### config.mk
export PLATFORM = sky130hd
export DESIGN_NAME = cpu_mc_core
export DESIGN_NICKNAME = d
export VERILOG_FILES = /design/src/rtl/cpu_mc_pkg.sv /design/src/rtl/cpu_mc_regfile.sv /design/src/rtl/cpu_mc_core.sv
export SDC_FILE = /design/constraint.sdc
export NUM_CORES = 1
export LEC_CHECK = 0
export BUFFER_PORTS_ARGS = -buffer_cell sky130_fd_sc_hd__buf_2
export CORE_ASPECT_RATIO = 1.75
export CORE_MARGIN = 3
export CORE_UTILIZATION = 39
export CTS_CLUSTER_DIAMETER = 60
export DETAILED_ROUTE_END_ITERATION = 10
export PLACE_DENSITY = 0.56
export SLEW_MARGIN = 20
export SYNTH_ARGS = -nofsm -noshare
export SYNTH_HDL_FRONTEND = slang
export SYNTH_SLANG_ARGS = --single-unit
### constraint.sdc
create_clock -name clk -period 3.5 [get_ports clk]
set_input_delay 0.175 -clock clk [delete_from_list [all_inputs] [get_ports clk]]
set_output_delay 0.175 -clock clk [all_outputs]
set_load 0.03 [all_outputs]
### src/rtl/cpu_mc_pkg.sv
// Shared definitions for the multi-cycle core:
// opcodes, FSM states and flag bit positions.
package cpu_mc_pkg;

  localparam logic [4:0] OP_NOP  = 5'b00000;
  localparam logic [4:0] OP_ADD  = 5'b00001;
  localparam logic [4:0] OP_SUB  = 5'b00010;
  localparam logic [4:0] OP_AND  = 5'b00011;
  localparam logic [4:0] OP_OR   = 5'b00100;
  localparam logic [4:0] OP_XOR  = 5'b00101;
  localparam logic [4:0] OP_SHL  = 5'b00110;
  localparam logic [4:0] OP_SHR  = 5'b00111;
  localparam logic [4:0] OP_ADDI = 5'b01000;
  localparam logic [4:0] OP_SUBI = 5'b01001;
  localparam logic [4:0] OP_MOV  = 5'b01010;
  localparam logic [4:0] OP_LDI  = 5'b01011;
  localparam logic [4:0] OP_LD   = 5'b01100;
  localparam logic [4:0] OP_ST   = 5'b01101;
  localparam logic [4:0] OP_CMP  = 5'b01110;
  localparam logic [4:0] OP_JMP  = 5'b10000;
  localparam logic [4:0] OP_JZ   = 5'b10001;
  localparam logic [4:0] OP_JNZ  = 5'b10010;
  localparam logic [4:0] OP_JL   = 5'b10011;
  localparam logic [4:0] OP_JG   = 5'b10100;
  localparam logic [4:0] OP_HALT = 5'b11111;

  localparam int FLAG_Z = 0;
  localparam int FLAG_S = 1;
  localparam int FLAG_O = 2;

  typedef enum logic [2:0] {
    S_BOOT,
    S_FETCH,
    S_EXEC,
    S_MEM,
    S_HALT
  } state_t;

  function automatic logic op_legal(
    input logic [4:0] op
  );
    return (op <= OP_CMP)
      || (op >= OP_JMP && op <= OP_JG)
      || (op == OP_HALT);
  endfunction

endpackage

### src/rtl/cpu_mc_regfile.sv
// Register file: two async read ports, one
// sync write port, async clear to zero.
module cpu_mc_regfile
  import cpu_mc_pkg::*;
#(
  parameter int DATA_W     = 8,
  parameter int REG_ADDR_W = 2
) (
  input  logic                  clk,
  input  logic                  rst_n,
  input  logic                  we,
  input  logic [REG_ADDR_W-1:0] waddr,
  input  logic [DATA_W-1:0]     wdata,
  input  logic [REG_ADDR_W-1:0] raddr_a,
  output logic [DATA_W-1:0]     rdata_a,
  input  logic [REG_ADDR_W-1:0] raddr_b,
  output logic [DATA_W-1:0]     rdata_b
);

  localparam int NREG = 2 ** REG_ADDR_W;

  logic [DATA_W-1:0] regs [NREG];

  always_ff @(posedge clk or negedge rst_n) begin
    if (!rst_n) begin
      for (int i = 0; i < NREG; i++)
        regs[i] <= '0;
    end else if (we) begin
      regs[waddr] <= wdata;
    end
  end

  assign rdata_a = regs[raddr_a];
  assign rdata_b = regs[raddr_b];

endmodule

### src/rtl/cpu_mc_core.sv
// Multi-cycle 8-bit-class core with req/ack
// instruction and data memory ports.
module cpu_mc_core
  import cpu_mc_pkg::*;
#(
  parameter int DATA_W     = 8,
  parameter int REG_ADDR_W = 2,
  parameter int PC_W       = 8,
  parameter logic [PC_W-1:0] RESET_PC = '0
) (
  input  logic clk,
  input  logic rst_n,
  output logic imem_req,
  output logic [PC_W-1:0] imem_addr,
  input  logic [4+2*REG_ADDR_W+DATA_W:0] imem_rdata,
  input  logic imem_ack,
  output logic dmem_req,
  output logic dmem_we,
  output logic [DATA_W-1:0] dmem_addr,
  output logic [DATA_W-1:0] dmem_wdata,
  input  logic [DATA_W-1:0] dmem_rdata,
  input  logic dmem_ack,
  output logic halted,
  output logic illegal,
  output logic [PC_W-1:0] pc_dbg
);

  localparam int INSTR_W = 5 + 2*REG_ADDR_W + DATA_W;
  localparam int RA = REG_ADDR_W;
  localparam int M  = DATA_W - 1;

  state_t             state;
  logic [INSTR_W-1:0] ir;
  logic [PC_W-1:0]    pc;
  logic [2:0]         flags;

  logic [4:0]        op;
  logic [RA-1:0]     rd;
  logic [RA-1:0]     rs;
  logic [DATA_W-1:0] imm;

  assign op  = ir[INSTR_W-1 -: 5];
  assign rd  = ir[DATA_W+2*RA-1 -: RA];
  assign rs  = ir[DATA_W+RA-1 -: RA];
  assign imm = ir[DATA_W-1:0];

  logic [DATA_W-1:0] a;
  logic [DATA_W-1:0] b;
  logic [DATA_W-1:0] bb;
  logic [DATA_W-1:0] res;
  logic [2:0]        fl_new;
  logic              ovf;
  logic              fl_we;
  logic              alu_wr;
  logic              taken;
  logic              is_jump;

  logic              rf_we;
  logic [DATA_W-1:0] rf_wdata;

  cpu_mc_regfile #(
    .DATA_W     (DATA_W),
    .REG_ADDR_W (REG_ADDR_W)
  ) u_rf (
    .clk     (clk),
    .rst_n   (rst_n),
    .we      (rf_we),
    .waddr   (rd),
    .wdata   (rf_wdata),
    .raddr_a (rd),
    .rdata_a (a),
    .raddr_b (rs),
    .rdata_b (b)
  );

  always_comb begin
    bb      = b;
    res     = a;
    ovf     = 1'b0;
    fl_we   = 1'b0;
    alu_wr  = 1'b0;
    taken   = 1'b0;
    is_jump = 1'b0;
    unique case (op)
      OP_ADD, OP_ADDI: begin
        bb     = (op == OP_ADDI) ? imm : b;
        res    = a + bb;
        ovf    = (a[M] == bb[M]) && (res[M] != a[M]);
        fl_we  = 1'b1;
        alu_wr = 1'b1;
      end
      OP_SUB, OP_SUBI, OP_CMP: begin
        bb     = (op == OP_SUBI) ? imm : b;
        res    = a - bb;
        ovf    = (a[M] != bb[M]) && (res[M] != a[M]);
        fl_we  = 1'b1;
        alu_wr = (op != OP_CMP);
      end
      OP_AND: begin
        res    = a & b;
        fl_we  = 1'b1;
        alu_wr = 1'b1;
      end
      OP_OR: begin
        res    = a | b;
        fl_we  = 1'b1;
        alu_wr = 1'b1;
      end
      OP_XOR: begin
        res    = a ^ b;
        fl_we  = 1'b1;
        alu_wr = 1'b1;
      end
      OP_SHL: begin
        res    = {a[M-1:0], 1'b0};
        fl_we  = 1'b1;
        alu_wr = 1'b1;
      end
      OP_SHR: begin
        res    = {1'b0, a[M:1]};
        fl_we  = 1'b1;
        alu_wr = 1'b1;
      end
      OP_MOV: begin
        res    = b;
        alu_wr = 1'b1;
      end
      OP_LDI: begin
        res    = imm;
        alu_wr = 1'b1;
      end
      OP_JMP: begin
        is_jump = 1'b1;
        taken   = 1'b1;
      end
      OP_JZ: begin
        is_jump = 1'b1;
        taken   = flags[FLAG_Z];
      end
      OP_JNZ: begin
        is_jump = 1'b1;
        taken   = !flags[FLAG_Z];
      end
      OP_JL: begin
        is_jump = 1'b1;
        taken   = flags[FLAG_S] ^ flags[FLAG_O];
      end
      OP_JG: begin
        is_jump = 1'b1;
        taken   = !flags[FLAG_Z]
          && (flags[FLAG_S] == flags[FLAG_O]);
      end
      default: ;
    endcase
    fl_new         = '0;
    fl_new[FLAG_Z] = (res == '0);
    fl_new[FLAG_S] = res[M];
    fl_new[FLAG_O] = ovf;
  end

  // Loads write back from the data bus in MEM
  assign rf_we = ((state == S_EXEC) && alu_wr)
    || ((state == S_MEM) && dmem_req
        && dmem_ack && !dmem_we);
  assign rf_wdata = (state == S_MEM) ? dmem_rdata : res;

  always_ff @(posedge clk or negedge rst_n) begin
    if (!rst_n) begin
      state      <= S_BOOT;
      pc         <= RESET_PC;
      ir         <= '0;
      flags      <= '0;
      imem_req   <= 1'b0;
      dmem_req   <= 1'b0;
      dmem_we    <= 1'b0;
      dmem_addr  <= '0;
      dmem_wdata <= '0;
      halted     <= 1'b0;
      illegal    <= 1'b0;
    end else begin
      illegal <= 1'b0;
      unique case (state)
        S_BOOT: begin
          state    <= S_FETCH;
          imem_req <= 1'b1;
        end
        S_FETCH: begin
          if (imem_req && imem_ack) begin
            ir       <= imem_rdata;
            imem_req <= 1'b0;
            illegal  <= !op_legal(
              imem_rdata[INSTR_W-1 -: 5]);
            state    <= S_EXEC;
          end
        end
        S_EXEC: begin
          if (fl_we)
            flags <= fl_new;
          if (op == OP_LD || op == OP_ST) begin
            dmem_req   <= 1'b1;
            dmem_we    <= (op == OP_ST);
            dmem_addr  <= b;
            dmem_wdata <= a;
            state      <= S_MEM;
          end else if (op == OP_HALT) begin
            halted <= 1'b1;
            state  <= S_HALT;
          end else begin
            pc <= (is_jump && taken)
              ? imm[PC_W-1:0]
              : pc + PC_W'(1);
            imem_req <= 1'b1;
            state    <= S_FETCH;
          end
        end
        S_MEM: begin
          if (dmem_req && dmem_ack) begin
            dmem_req   <= 1'b0;
            dmem_we    <= 1'b0;
            dmem_addr  <= '0;
            dmem_wdata <= '0;
            pc         <= pc + PC_W'(1);
            imem_req   <= 1'b1;
            state      <= S_FETCH;
          end
        end
        S_HALT: ;
        default: state <= S_BOOT;
      endcase
    end
  end

  assign imem_addr = pc;
  assign pc_dbg    = pc;

endmodule

* Yosys cells after proc, flatten, opt, wreduce, memory -nomap -nowiden
Index checks and enable logic that the tools add are counted.
** Cells by class
- Reductions and logical operators :: 35
- Bitwise logic cells :: 8
- Order comparisons :: 6
- Add/subtract/negate cells :: 3
- Eq/ne operators :: 36
- Multiplexer cells :: 45
** Operators by type and width (number)
- $mux 8 :: 15
- $pmux 8 s9 :: 1
- $pmux 8 s2 :: 3
- $eq 5x4->1 const B :: 7
- $eq 5x5->1 const B :: 7
- $bmux 8 s2 :: 2
- $bwmux 32 :: 1
- $eq 5x3->1 const B :: 4
- $demux 8 s2 :: 1
- $pmux 3 s5 :: 1
- $logic_and 1x1->1 :: 12
- $mux 3 :: 4
- $mux 1 :: 11
- $eq 5x2->1 const B :: 2
- $reduce_or 10->1 :: 1
- $reduce_and 3->1 :: 3
- $reduce_or 9->1 :: 1
- $add 8x1->8 const B :: 1
- $add 8x8->8 :: 1
- $and 8x8->8 :: 1
- $logic_not 8->1 :: 1
- $or 8x8->8 :: 1
- $pmux 1 s2 :: 4
- $sub 8x8->8 :: 1
- 31 further kinds :: 47
** Storage, ports and cells
- Input bits :: 29
- Logic and storage cells :: 148
- Bits in registers :: 84
- Output and inout port bits :: 37

* Depth between registers and ports, before layout
- Word-level depth :: 9
- Depth in mapped cells :: 13

* Modules after synthesis
Synthesis repeated with hierarchy kept, for this count alone.
** Second synthesis, totals
- Cell total of the unflattened synthesis :: 588
- Area total of the unflattened synthesis :: 5923.2 um^2
** Modules (own cells, without submodules)
- cpu_mc_core :: sequential area each 1301.2 um^2, cells an instance 500, area an instance 4332.9 um^2, times used 1
- cpu_mc_regfile :: sequential area each 800.8 um^2, cells an instance 88, area an instance 1590.3 um^2, times used 1

* Worst setup path before layout
Ideal clock, no wire load.
- Path type :: register to register
- Start :: register ir[8]
- End :: register flags[0]
- Path buffers :: 1
- Slack :: 0.275 ns
- Stages on the path, launching flop included :: 12
- Data arrival time :: 3.122 ns
- Cell sequence :: dfrtp_1 > buf_6 > mux4_1 > mux2_2 > ha_1 > a21o_1 > a21oi_1 > xor2_1 > o22ai_1 > a211o_1 > or3_1 > o41ai_2
** On the way
- Cells in the longest elaborated chain, start to end :: 8
- Elaborated cells on any way between the ends :: 13
- Those cells by class :: add/sub: 2; mux: 6; bitwise: 4; reduce/logical: 1
** RTL lines
- start: declaration :: line cpu_mc_core.sv:33 : logic [INSTR_W-1:0] ir;
- start signal: assignment :: line cpu_mc_core.sv:189 : ir <= imem_rdata;
- $not 2->3 (not written as such) * :: line cpu_mc_regfile.sv:34 : assign rdata_b = regs[raddr_b];
- $bmux 8 s2 * :: line cpu_mc_regfile.sv:34
- $mux 8 (not written as such) * (2 in a row) :: line cpu_mc_regfile.sv:34
- $mux 8, on equally long branches :: line cpu_mc_core.sv:93, cpu_mc_core.sv:86
- $sub 8x8->8 or $add 8x8->8 (tied branches) :: line cpu_mc_core.sv:94, cpu_mc_core.sv:87
- $pmux 8 s9 * :: line cpu_mc_core.sv:84 : unique case (op)
- $logic_not 8->1 * :: line cpu_mc_core.sv:156 : fl_new[FLAG_Z] = (res == '0);
- end signal: assignment :: line cpu_mc_core.sv:198 : flags <= fl_new;
- end: declaration :: line cpu_mc_core.sv:35 : logic [2:0] flags;
Mark *: on every way between the ends. The rest lies on a longest branch, timed or not. The select of a mux whose other input is x is not followed.
A chain may end at the register's enable or synchronous reset.

* Final worst setup path
Ends and elaborated chain as after synthesis.

==> impl_metrics.tcl <==
set metrics [dict create \
    routedWlPerCell_um 22.14 \
    num_antenna_cells 0 \
    die_h_um 169.8 \
    drive_gt1_frac 0.3309 \
    synth_largest_type_area_fraction 0.3516 \
    floorplan.initialDensity 0.4009 \
    detailedPlacementHpwl_mm 15.00 \
    final_common_cell "dfrtp_1" \
    synthArstFlopShare 1.000 \
    required_ps 3750 \
    vias_per_cell 5.991 \
    cts_buffers 9 \
    largest_net_degree_at_the_start_of_global_routing 85 \
    grt_usage 0.2335 \
    synth-warning-count 0 \
    buffer_ports.inserted 65 \
    timing.critical_path.cells "mux4_2, mux2_2, ha_1, fa_2, xnor2_2, o32ai_1, a221oi_1, a22oi_2, or3_1, o41ai_2" \
    worstPathArrival_ps 3660 \
    run_status "finished clean" \
    crit_family "multiplexers" \
    antenna_left 0 \
    post_synth.cell_area_avg_um2 10.13 \
    post-synth-top-area-cell "dfrtp_1" \
    timing.critical_path.to_type "register" \
    wirelength_mm 19.44 \
    slew_headroom 0.4016 \
    htree_num_levels 3 \
    global_route_wire_length_before_repair_mm 30.00 \
    ioPinCount 66 \
    tritoncts_num_sinks 84 \
    netlist-cell-type-count 75 \
    pwr_density_cell_nw_per_um2 1140 \
    mappedNetlistArea_um2 5978 \
    clock_latency_ps 350 \
    post_route_fraction_of_the_period_consumed_by_the_critical_path 0.9751 \
    layout.cells.most_common_list "dfrtp_1, buf_2, buf_4, nand2_1, mux2_2" \
    power.static_leakage_uw 0.003388 \
    initial_antenna_violation_count 0 \
    worst_slew_pin_slew_ps 897.6 \
    yosys-top-cells-area "dfrtp_1, mux2_2, ha_1" \
    critical_path_class "register to register" \
    num-nets-final 753 \
    finalNonFillerCells 878 \
    irDropWorstVdd_uv 387.1 \
    ctsLongestPathBuffers 2 \
    gp_routability_congestion 0.9608 \
    max_transition_viols_final 0 \
    remaining_drc_errors 0 \
    cts.reportedPaths.clkPinSlew_ps 70 \
    clock.fmax_mhz 293.0 \
    die_area_um2 16910 \
    max_cap_violations 0 \
    synthCells 590 \
    crit_path_max_fo 6 \
    ys_seq_elements 84 \
    worst_setup_path_start_kind "register" \
    syn_to_final_growth_pct 20.03 \
    final_core_utilization 0.4812 \
    drt-initial-drc-count 283 \
    hold_violations 0 \
    layout_min_cycle_time_ps 3413 \
    worst-path-buf-inv 0 \
    cts.root.buffer_cell "clkbuf_16" \
    detailedRoute.firstPassIterationCount 4 \
    synth-seq-area-share 0.3516 \
    max_stage_delay_on_crit_path_ps 570 \
    final-setup-viol-count 0 \
    critical_path.slowest_cell "mux4_2" \
    globalRoute.totalOverflow 0 \
    number_of_enable_type_register_cells_in_the_synthesized_netlist 0 \
    tritoncts "built" \
    num_vias 5260 \
    synth_flop_cell "dfrtp_1" \
    core_area_um2 14910 \
    via_count_of_the_first_global_routing_pass 5387 \
    place_inst 860 \
    rows 59 \
    timing.hold.worst.class "primary input to register" \
    synthesis.nets 653 \
    rsz0062_at_grt "yes" \
    die_x_um 99.59 \
    finalClockSkew_ps 7.693 \
]
[report_power, final]
part           total [µW]  switching, µW  internal [µW]
logic                5450           3080           2370
clock network        1010            433            577
registers            1730            415           1310
total                8180           3930           4260
[metrics by stage]
step	worst slack (ps)	total power, µW	hold slack [ps]	area, µm²	TNS [ps]
floorplan	274.9	5190	-120.6	5978	0
global placement	2.941	6942	406.4	6798	0
detailed placement	-72.16	7004	409.5	6798	-125.6
CTS	19.98	8061	50.60	7106	0
global route	-67.10	8757	51.04	7176	-89.81
finish	87.18	8182	53.84	7176	0
[what timing repair did]
item                                    CTS  global route
hold buffers                              0             1
setup buffers                             0             1
resized for setup                         3            14
pin swaps                                 0             2
endpoints found under the setup margin   13            19
endpoints found under the hold margin     0            84
[metal layers]
metal,track usage,wire [µm],up-vias
met3,0.03126,746,59
li1,-,-,2404
met5,0,0,-
met2,0.4254,10420,170
met4,0.1403,1109,0
met1,0.2525,7165,2627
[flip-flops by register name, indices dropped and copies added, names as in the netlist, 3 cells and up]
signal and cells:
imem_addr 8, dmem_wdata 8, u_rf.regs 32, dmem_addr 8, state 3, ir 17
flags 3
[path summary, 6_finish.rpt]
kind                                     from       end  slack (ps)  cells past startpoint
worst min-delay path            imem_rdata[7]     ir[7]          50                      2
max in group asynchronous               rst_n     ir[8]        2450                      2
worst min register to register         halted    halted         460                      1
worst max register to register          ir[8]  flags[0]          90                     10
min in group asynchronous               rst_n    ir[16]         450                      2
worst max-delay path                    ir[8]  flags[0]          90                     10
[logic make-up after synthesis]
group	Yosys count	synth area share
AO/OA/AOI/OAI	162	0.1999
AND/OR/NAND/NOR	159	0.1331
flip-flops	84	0.3516
multiplexers	76	0.1756
buffers and inverters	63	0.04855
adder cells (fa/ha/maj)	34	0.07367
XOR/XNOR	12	0.01758
[Yosys cell counts (7+ instances only)]
cell type / n
a22o_1: 18
nor2b_1: 10
nand3_1: 16
buf_4: 9
clkbuf_1: 23
a31oi_1: 7
dfrtp_1: 84
ha_1: 32
nor2_1: 37
nand2_1: 44
inv_1: 22
o22ai_1: 7
a221oi_1: 7
a21oi_1: 35
mux2_2: 43
mux4_2: 10
mux2i_1: 16
o21ai_0: 24
xnor2_1: 7
a21o_1: 12
[final cells by class]
cell class,count,area (µm²)
clock inverters,5,60.06
clock buffers,11,242.7
inverters,24,90.09
well taps,183,229.0
fillers,1420,7736
flip-flops and latches,84,2105
multi-input cells,443,3638
repair buffers,128,810.8
(Power assumes the default switching activity.)
